[src/rtl/debug_unit_loader.sv]
// Host command decoder in front of the MIPS debug unit: loads program words, runs/steps the pipeline
// and answers every command with one status byte. Outputs are registered; UART tx waits on i_tx_busy.
module debug_unit_loader #(
  parameter int NB_REG   = 32,
  parameter int NB_DATA  = 8,
  parameter int NB_WIDHT = 9
) (
  input  logic               i_clk,
  input  logic               i_reset,
  input  logic [NB_DATA-1:0] i_rx_data,
  input  logic               i_rx_valid,
  input  logic               i_tx_busy,
  output logic [NB_DATA-1:0] o_tx_data,
  output logic               o_tx_start,
  input  logic               i_halt,
  output logic               o_dunit_clk_en,
  output logic               o_dunit_reset_pc,
  output logic               o_dunit_w_en,
  output logic [NB_REG-1:0]  o_dunit_mem_addr,
  output logic [NB_REG-1:0]  o_dunit_mem_data
);

  localparam int BYTES_PER_WORD = NB_REG / NB_DATA;
  localparam int BC_W           = (BYTES_PER_WORD > 1) ? $clog2(BYTES_PER_WORD) : 1;
  localparam logic [BC_W-1:0]   LAST_BYTE = BC_W'(BYTES_PER_WORD - 1);
  localparam logic [NB_REG-1:0] MAX_WORDS = NB_REG'((1 << NB_WIDHT) / 4);

  localparam logic [NB_DATA-1:0] CMD_LOAD  = NB_DATA'(8'h4C);
  localparam logic [NB_DATA-1:0] CMD_CONT  = NB_DATA'(8'h43);
  localparam logic [NB_DATA-1:0] CMD_STEP  = NB_DATA'(8'h53);
  localparam logic [NB_DATA-1:0] CMD_RSTPC = NB_DATA'(8'h52);
  localparam logic [NB_DATA-1:0] CMD_PAUSE = NB_DATA'(8'h50);
  localparam logic [NB_DATA-1:0] RSP_ACK   = NB_DATA'(8'h06);
  localparam logic [NB_DATA-1:0] RSP_NAK   = NB_DATA'(8'h15);
  localparam logic [NB_DATA-1:0] RSP_HALT  = NB_DATA'(8'h48);

  typedef enum logic [2:0] {
    IDLE, LD_CNT, LD_BYTE, LD_WRITE, RUN, STEP, RST_PC, SEND
  } state_t;

  state_t             state_q;
  logic [NB_REG-1:0]  word_cnt_q;
  logic [NB_REG-1:0]  word_idx_q;
  logic [NB_REG-1:0]  asm_q;
  logic [BC_W-1:0]    byte_cnt_q;
  logic [NB_REG-1:0]  mem_addr_q;
  logic [NB_REG-1:0]  mem_data_q;
  logic [NB_DATA-1:0] tx_data_q;
  logic               tx_start_q;
  logic               clk_en_q;
  logic               reset_pc_q;
  logic               w_en_q;

  logic [NB_REG-1:0]  asm_d;
  logic [NB_REG-1:0]  addr_d;
  logic [NB_REG-1:0]  rx_ext;
  logic               rx_pause;
  logic               last_word;

  // Bytes arrive big-endian, so each new byte lands in the low lane.
  assign asm_d     = {asm_q[NB_REG-NB_DATA-1:0], i_rx_data};
  assign addr_d    = word_idx_q << 2;
  assign rx_ext    = NB_REG'(i_rx_data);
  assign rx_pause  = i_rx_valid && (i_rx_data == CMD_PAUSE);
  assign last_word = (word_idx_q + NB_REG'(1)) == word_cnt_q;

  always_ff @(posedge i_clk or posedge i_reset) begin
    if (i_reset) begin
      state_q    <= IDLE;
      word_cnt_q <= '0;
      word_idx_q <= '0;
      asm_q      <= '0;
      byte_cnt_q <= '0;
      mem_addr_q <= '0;
      mem_data_q <= '0;
      tx_data_q  <= '0;
      tx_start_q <= 1'b0;
      clk_en_q   <= 1'b0;
      reset_pc_q <= 1'b0;
      w_en_q     <= 1'b0;
    end else begin
      tx_start_q <= 1'b0;
      reset_pc_q <= 1'b0;
      w_en_q     <= 1'b0;
      case (state_q)
        IDLE: begin
          if (i_rx_valid) begin
            case (i_rx_data)
              CMD_LOAD: state_q <= LD_CNT;
              CMD_CONT: begin
                clk_en_q <= 1'b1;
                state_q  <= RUN;
              end
              CMD_STEP: begin
                // A pipeline that already halted is not clocked again.
                if (i_halt) begin
                  tx_data_q <= RSP_HALT;
                  state_q   <= SEND;
                end else begin
                  clk_en_q <= 1'b1;
                  state_q  <= STEP;
                end
              end
              CMD_RSTPC: begin
                reset_pc_q <= 1'b1;
                state_q    <= RST_PC;
              end
              default: begin
                tx_data_q <= RSP_NAK;
                state_q   <= SEND;
              end
            endcase
          end
        end
        LD_CNT: begin
          if (i_rx_valid) begin
            if (rx_ext == '0) begin
              tx_data_q <= RSP_ACK;
              state_q   <= SEND;
            end else if (rx_ext > MAX_WORDS) begin
              tx_data_q <= RSP_NAK;
              state_q   <= SEND;
            end else begin
              word_cnt_q <= rx_ext;
              word_idx_q <= '0;
              byte_cnt_q <= '0;
              state_q    <= LD_BYTE;
            end
          end
        end
        LD_BYTE: begin
          if (i_rx_valid) begin
            asm_q <= asm_d;
            if (byte_cnt_q == LAST_BYTE) begin
              byte_cnt_q <= '0;
              w_en_q     <= 1'b1;
              mem_addr_q <= addr_d;
              mem_data_q <= asm_d;
              state_q    <= LD_WRITE;
            end else begin
              byte_cnt_q <= byte_cnt_q + BC_W'(1);
            end
          end
        end
        LD_WRITE: begin
          word_idx_q <= word_idx_q + NB_REG'(1);
          // A byte landing on the write cycle already belongs to the next word.
          if (i_rx_valid) begin
            asm_q      <= asm_d;
            byte_cnt_q <= BC_W'(1);
          end
          if (last_word) begin
            reset_pc_q <= 1'b1;
            state_q    <= RST_PC;
          end else begin
            state_q <= LD_BYTE;
          end
        end
        RUN: begin
          if (i_halt || rx_pause) begin
            clk_en_q  <= 1'b0;
            tx_data_q <= RSP_HALT;
            state_q   <= SEND;
          end
        end
        STEP: begin
          clk_en_q  <= 1'b0;
          tx_data_q <= RSP_ACK;
          state_q   <= SEND;
        end
        RST_PC: begin
          tx_data_q <= RSP_ACK;
          state_q   <= SEND;
        end
        SEND: begin
          if (!i_tx_busy) begin
            tx_start_q <= 1'b1;
            state_q    <= IDLE;
          end
        end
        default: state_q <= IDLE;
      endcase
    end
  end

  assign o_tx_data        = tx_data_q;
  assign o_tx_start       = tx_start_q;
  assign o_dunit_clk_en   = clk_en_q;
  assign o_dunit_reset_pc = reset_pc_q;
  assign o_dunit_w_en     = w_en_q;
  assign o_dunit_mem_addr = mem_addr_q;
  assign o_dunit_mem_data = mem_data_q;

endmodule

[config.mk]
export PLATFORM = sky130hd
export DESIGN_NAME = debug_unit_loader
export DESIGN_NICKNAME = d
export VERILOG_FILES = /design/src/rtl/debug_unit_loader.sv
export SDC_FILE = /design/constraint.sdc
export NUM_CORES = 1
export LEC_CHECK = 0
export ABC_AREA = 1
export BUFFER_PORTS_ARGS = -buffer_cell sky130_fd_sc_hd__buf_2
export CAP_MARGIN = 15
export CORE_MARGIN = 2
export CORE_UTILIZATION = 50
export DETAILED_ROUTE_END_ITERATION = 12
export PLACE_DENSITY_LB_ADDON = 0.25
export SYNTH_ARGS = -nofsm -noshare
export SYNTH_HDL_FRONTEND = slang
export SYNTH_SLANG_ARGS = --single-unit
[constraint.sdc]
create_clock -name i_clk -period 3.88 [get_ports i_clk]
set_input_delay 0.388 -clock i_clk [delete_from_list [all_inputs] [get_ports i_clk]]
set_output_delay 0.388 -clock i_clk [all_outputs]
set_load 0.01 [all_outputs]
==> results of run 1 <==
-- registers in the layout, summed over array words and instances, names as in the netlist, 2 cells and up --
register / flops
o_dunit_mem_data: 32
byte_cnt_q: 2
word_idx_q: 32
word_cnt_q: 8
o_dunit_mem_addr: 30
state_q: 3
asm_q: 24
o_tx_data: 4
-- metal layers --
layer / wire length [um] / vias up
li1: - / 2876
met1: 7420 / 2693
met2: 7070 / 175
met3: 862 / 21
met4: 240 / 0
met5: 0 / -
-- cells in the final DEF, fill, tap and decap left out, types with 4 or more instances in the layout --
cell type / netlist / layout
a21oi_1: 4 / 4
buf_2: 3 / 84
buf_4: 6 / 6
clkbuf_16: 0 / 17
conb_1: 1 / 4
dfrtp_1: 139 / 139
inv_1: 86 / 85
inv_2: 6 / 5
inv_6: 0 / 7
nand2_1: 303 / 303
nand2_2: 4 / 4
nand3_1: 35 / 35
nand3b_1: 5 / 5
nor2_1: 74 / 74
nor2_4: 7 / 7
o21ai_0: 94 / 94
o21ai_1: 31 / 31
o22ai_1: 10 / 10
-- worst max-delay path by stage --
stage	start	endpoint	slack [ns]
2_1_floorplan	i_reset	asm_q[0]	1.76
3_3_place_gp	state_q[0]	o_dunit_mem_addr[17]	1.69
3_5_place_dp	state_q[0]	o_dunit_mem_addr[14]	1.72
4_1_cts	state_q[0]	o_dunit_mem_addr[14]	1.69
5_1_grt	state_q[0]	o_dunit_mem_addr[26]	1.46
6_report	state_q[0]	o_dunit_mem_addr[14]	1.70
-- stage by stage --
step,cells,setup slack [ns],power (W)
detailed placement,1098,1.72,0.00486
CTS,1130,1.69,0.00639
floorplan,860,1.76,0.00406
finish,1130,1.70,0.00636
global route,1130,1.46,0.00686
global placement,1098,1.69,0.00482
-- area by class of cell --
class / count / area, um2 / share of cell area
inverter: 93 / 354 / 0.0455
clock inverter: 15 / 126 / 0.0162
clock buffer: 17 / 425 / 0.0546
timing repair buffer: 91 / 485 / 0.0623
multi-input combinational: 599 / 2700 / 0.346
sequential: 139 / 3480 / 0.447
tap: 176 / 220 / 0.0283
-- power breakdown --
part	switching (W)	total (W)	internal [W]
clock network	0.000679	0.00152	0.000837
logic	0.00143	0.00226	0.000825
registers	0.000478	0.00259	0.00211
total	0.00259	0.00636	0.00377
-- cell families after synthesis --
family                   Yosys count
AND/OR/NAND/NOR                  443
buffers and inverters            122
AO/OA/AOI/OAI                    146
flip-flops                       139
XOR/XNOR                           4
adder cells (fa/ha/maj)            2
other                              1
-- worst reg2reg max path, cell delays in order (launching register included) --
cell      delay (ns)
dfrtp_1         0.43
inv_2           0.15
nand2_2         0.11
nor2_4          0.14
inv_2           0.06
nor3_4          0.40
clkinv_2        0.12
buf_4           0.35
nand2_1         0.20
o21ai_0         0.09
==> qor.yml, run 1 <==
timing:
  tightest_slew_ns: 0.898
  tns_ns: 0
  maxSlewHeadroom: 0.400
  drv_slew: 0
  finalCritPeriodShare: 0.562
  rsz0062_at_grt: "false"
  holdWs_ns: 0.128
  max_freq_mhz: 458
  clock-skew-final_ns: 0.00854
  hold_viol: 0
  layout_min_cycle_time_ns: 2.18
  finalSetupViolations: 0
setup_path:
  crit_path_max_incr_delay_ns: 0.43
  cp.arrival_ns: 2.46
  rrSetupSlack_ns: 1.70
  critPathLaunchType: "flip-flop"
  cp_data_required_time_ns: 4.16
  r2r_start: "state_q[0]"
  critPathMaxFanout: 80
  r2r_cells: 9
  cp_common_cell: "inv_2"
  cp_num_buf_inv: 4
  critPathKind: "reg -> reg"
  endpoint_kind: "flip-flop"
  slowest_stage: "dfrtp_1"
  cp.depth: 9
  r2r_end: "o_dunit_mem_addr[14]"
  crit_chain: "inv_2, nand2_2, nor2_4, inv_2, nor3_4, clkinv_2, buf_4, nand2_1, o21ai_0"
  cp_top_family: "simple AND/OR/NAND/NOR gates"
clock_tree:
  worstSkewPairLatency_ns: 0.43
  tritoncts: "done"
  cts_buffer_depth: 2
  htreeDepth: 4
  cts-root-buf: "clkbuf_16"
  clkTransAtPathRegs_ns: 0.06
  cts_hold_buf: 0
  post_cts_resized: 0
  cts_setup_buffers: 0
  clock_sinks: 139
  cts_buffers: 17
floorplanning:
  pin_count: 89
  dieArea_um2: 14300
  rows: 42
  core-area_um2: 13100
  fp.dieH_um: 120
  start_util: 0.509
  die_w_um: 120
synth:
  yosys_warnings: 0
  synth_edf_count: 0
  yosysTopAreaCellShare: 0.520
  ys_seq_area_frac: 0.520
  syn_avg_cell_area_um2: 7.81
  synth_adder_area_share: 0.00374
  netlist_instances: 857
  netlist_area_um2: 6690
  yosysTopAreaCell: "dfrtp_1"
  synth-simple-area-share: 0.278
  synth_ff_type: "dfrtp_1"
  synth_most_common_cell: "nand2_1"
  synth_top_family_by_area: "simple AND/OR/NAND/NOR gates"
  synth-xor-area-share: 0.00523
  netlist_top_cells_count: "nand2_1 (303), dfrtp_1 (139), o21ai_0 (94), inv_1 (86), nor2_1 (74)"
  ys_ff_latch: 139
  synthMuxAreaShare: 0
  async_flop_share: 1.00
  synth.area.top_cells: "dfrtp_1 (52%), nand2_1 (17%), o21ai_0 (7.0%)"
  synth-compound-area-share: 0.114
  yosysUniqueCellTypes: 37
route:
  first_pass_iters: 6
  antenna_left: 0
  route.vias.total: 5765
  wl_um: 15600
  wire_per_inst_um: 13.8
  drc: 0
  drt_iter0_drc: 362
  vias_per_cell: 5.10
grt:
  grtUsageMet3: 0.0551
  grt_busiest_layer: "met2"
  gr-total-overflow: 0
  grt.met1_usage: 0.328
  grt_use_total: 0.234
  grt_pass1_vias: 5445
  antenna_found_initial: 1
  grt_max_degree: 81
  grt_pass1_wl_um: 26600
  met2_usage: 0.365
final_layout:
  antenna_cells: 0
  synthToLayoutAreaGrowth_pct: 16.3
  drive_gt1_frac: 0.157
  final_area_um2: 7790
  final_nets: 956
  fillers: 1252
  fin_util: 0.593
placement:
  routabilityCongestion: 0.966
  place_hpwl_um: 11300
  port_buffers: 84
  placed_area_um2: 7230
power_and_ir_drop:
  p_leak_nw: 3.88
  p_per_area_nw_per_um2: 817
  vdd_drop_max_mv: 0.427
run:
  drv_cap: 0
status:
  status: "complete, no violations"
hold_path:
  holdCritPathClass: "in -> async"
Power figures use the tool's default switching activity.
==> run 2: changes to the inputs <==
==> constraint.sdc (replaced) <==
create_clock -name i_clk -period 2.1 [get_ports i_clk]
set_input_delay 0.21 -clock i_clk [delete_from_list [all_inputs] [get_ports i_clk]]
set_output_delay 0.21 -clock i_clk [all_outputs]
set_load 0.01 [all_outputs]
==> qor.yml, run 2 (same netlist as run 1, synthesis figures left out) <==
route:
  vias_per_cell: 5.04
  drc: 0
  drt_iter0_drc: 362
  wl_um: 15700
  route.vias.total: 5777
  first_pass_iters: 5
  wire_per_inst_um: 13.7
  antenna_left: 0
setup_path:
  cp_common_cell: "nand2_1"
  cp.depth: 15
  r2r_cells: 15
  crit_path_max_incr_delay_ns: 0.42
  r2r_start: "word_idx_q[1]"
  r2r_end: "state_q[2]"
  cp_num_buf_inv: 1
  crit_chain: "buf_6, nand2_1, nor2_4, nand2_4, nor2_4, nand2_1, nand2_1, nand2_2, nor2_2, nand2_1, nor2_1, nand3_1, nand2_1, nand2_1, nand2_1"
  cp_top_family: "simple AND/OR/NAND/NOR gates"
  endpoint_kind: "flip-flop"
  critPathKind: "reg -> reg"
  critPathLaunch: "word_idx_q[1]"
  rrSetupSlack_ns: 0.10
  worstSetupEndpoint: "state_q[2]"
  critPathLaunchType: "flip-flop"
  cp_data_required_time_ns: 2.47
  slowest_stage: "dfrtp_1"
  critPathMaxFanout: 7
  cp.arrival_ns: 2.37
placement:
  port_buffers: 84
  placed_area_um2: 7320
  place_hpwl_um: 11300
  place_inst: 1105
  routabilityCongestion: 0.943
clock_tree:
  clock_sinks: 139
  tritoncts: "done"
  clkTransAtPathRegs_ns: 0.07
  cts_buffers: 17
  htreeDepth: 4
  worstSkewPairLatency_ns: 0.43
  cts_buffer_depth: 2
  cts-root-buf: "clkbuf_16"
floorplanning:
  start_util: 0.509
  pin_count: 89
  core-area_um2: 13100
  dieArea_um2: 14300
  die_w_um: 120
  rows: 42
  fp.dieH_um: 120
timing:
  maxSlewHeadroom: 0.660
  rsz0062_at_grt: "true"
  finalCritPeriodShare: 0.951
  clock-skew-final_ns: 0.00875
  finalSetupViolations: 0
  hold_viol: 0
  tns_ns: 0
  drv_slew: 0
  max_freq_mhz: 501
  layout_min_cycle_time_ns: 2.00
  tightest_slew_ns: 0.505
grt:
  grt_use_total: 0.232
  grt_pass1_wl_um: 26100
  gr-total-overflow: 0
  antenna_found_initial: 0
  grt_max_degree: 74
  grt_pass1_vias: 5283
final_layout:
  most-common-layout-cells: "nand2_1 (300), dfrtp_1 (138), o21ai_0 (93), inv_1 (85), buf_2 (84)"
  final_nets: 973
  instances_no_fill: 1147
  final_common_cell: "nand2_1"
  drive_gt1_frac: 0.181
  antenna_cells: 0
  synthToLayoutAreaGrowth_pct: 20.9
  final_area_um2: 8090
power_and_ir_drop:
  p_leak_nw: 4.04
  power.total_w: 0.0123
  vdd_drop_max_mv: 0.704
  p_per_area_nw_per_um2: 1520
status:
  status: "complete, no violations"
hold_path:
  holdCritPathClass: "in -> reg"
run:
  drv_cap: 0
[run 2: cell count changes in the layout (fill, tap and decap cells not counted), sizes merged]
| cell | previous run | this run |
|---|---|---|
| buf | 91 | 104 |
| bufinv | 0 | 2 |
| clkinv | 6 | 5 |
| clkinvlp | 3 | 1 |
| dlygate4sd3 | 0 | 4 |
| inv | 99 | 100 |
[run 2: metrics by stage]
step / hold slack [ns] / utilization / setup WS [ns]
floorplan: 0.275 / - / 0.155
global placement: 0.252 / 0.558 / 0.0860
detailed placement: 0.254 / 0.558 / 0.0586
CTS: 0.0281 / 0.608 / 0.0247
global route: 0.0287 / 0.616 / -0.0684
finish: 0.0371 / 0.616 / 0.103
[run 2: final cells by class]
cell class	instances	area (um2)
Sequential cell	139	3480
Clock buffer	17	425
Multi-Input combinational cell	599	2760
Clock inverter	15	194
Tap cell	176	220
Timing Repair Buffer	108	664
Inverter	93	354
Fill cell	1179	5040
[run 2: worst min path at each step]
stage	startpoint	end	slack, ns	depth (start not counted)
after floorplan	i_tx_busy	o_tx_start	0.28	1
after global placement	i_reset	o_dunit_mem_addr[7]	0.25	2
after detailed placement	i_reset	o_dunit_mem_addr[7]	0.25	2
after CTS	i_rx_data[7]	asm_q[7]	0.03	3
after global routing	i_rx_data[7]	asm_q[7]	0.03	3
final	i_rx_data[7]	asm_q[7]	0.04	3
[run 2: repair_timing]
| action | in CTS | in global routing |
|---|---|---|
| setup buffers | 0 | 6 |
| hold endpoints to repair | 21 | 0 |
| hold buffers | 4 | 0 |
| endpoints found under the setup margin | 0 | 6 |
| gates resized for setup | 0 | 18 |
[run 2: per-layer routing]
layer  GRT usage  part of all wire  vias up
met1       0.320              0.47     2669
met3      0.0637             0.054       37
met5           0                 0        -
met2       0.352              0.45      155
li1            -                 -     2916
met4      0.0846             0.026        0
[run 2: worst reg2reg max path, delay by kind of cell, from the launching register on]
family | cells | cell delay, ns
buffers and inverters | 1 | 0.12
flip-flops | 1 | 0.42
AND/OR/NAND/NOR | 14 | 1.41
[run 2: where the power goes]
part / internal, W / total (W) / switching [W]
clock network: 0.00182 / 0.00313 / 0.00131
registers: 0.00390 / 0.00476 / 0.000865
logic: 0.00166 / 0.00437 / 0.00271
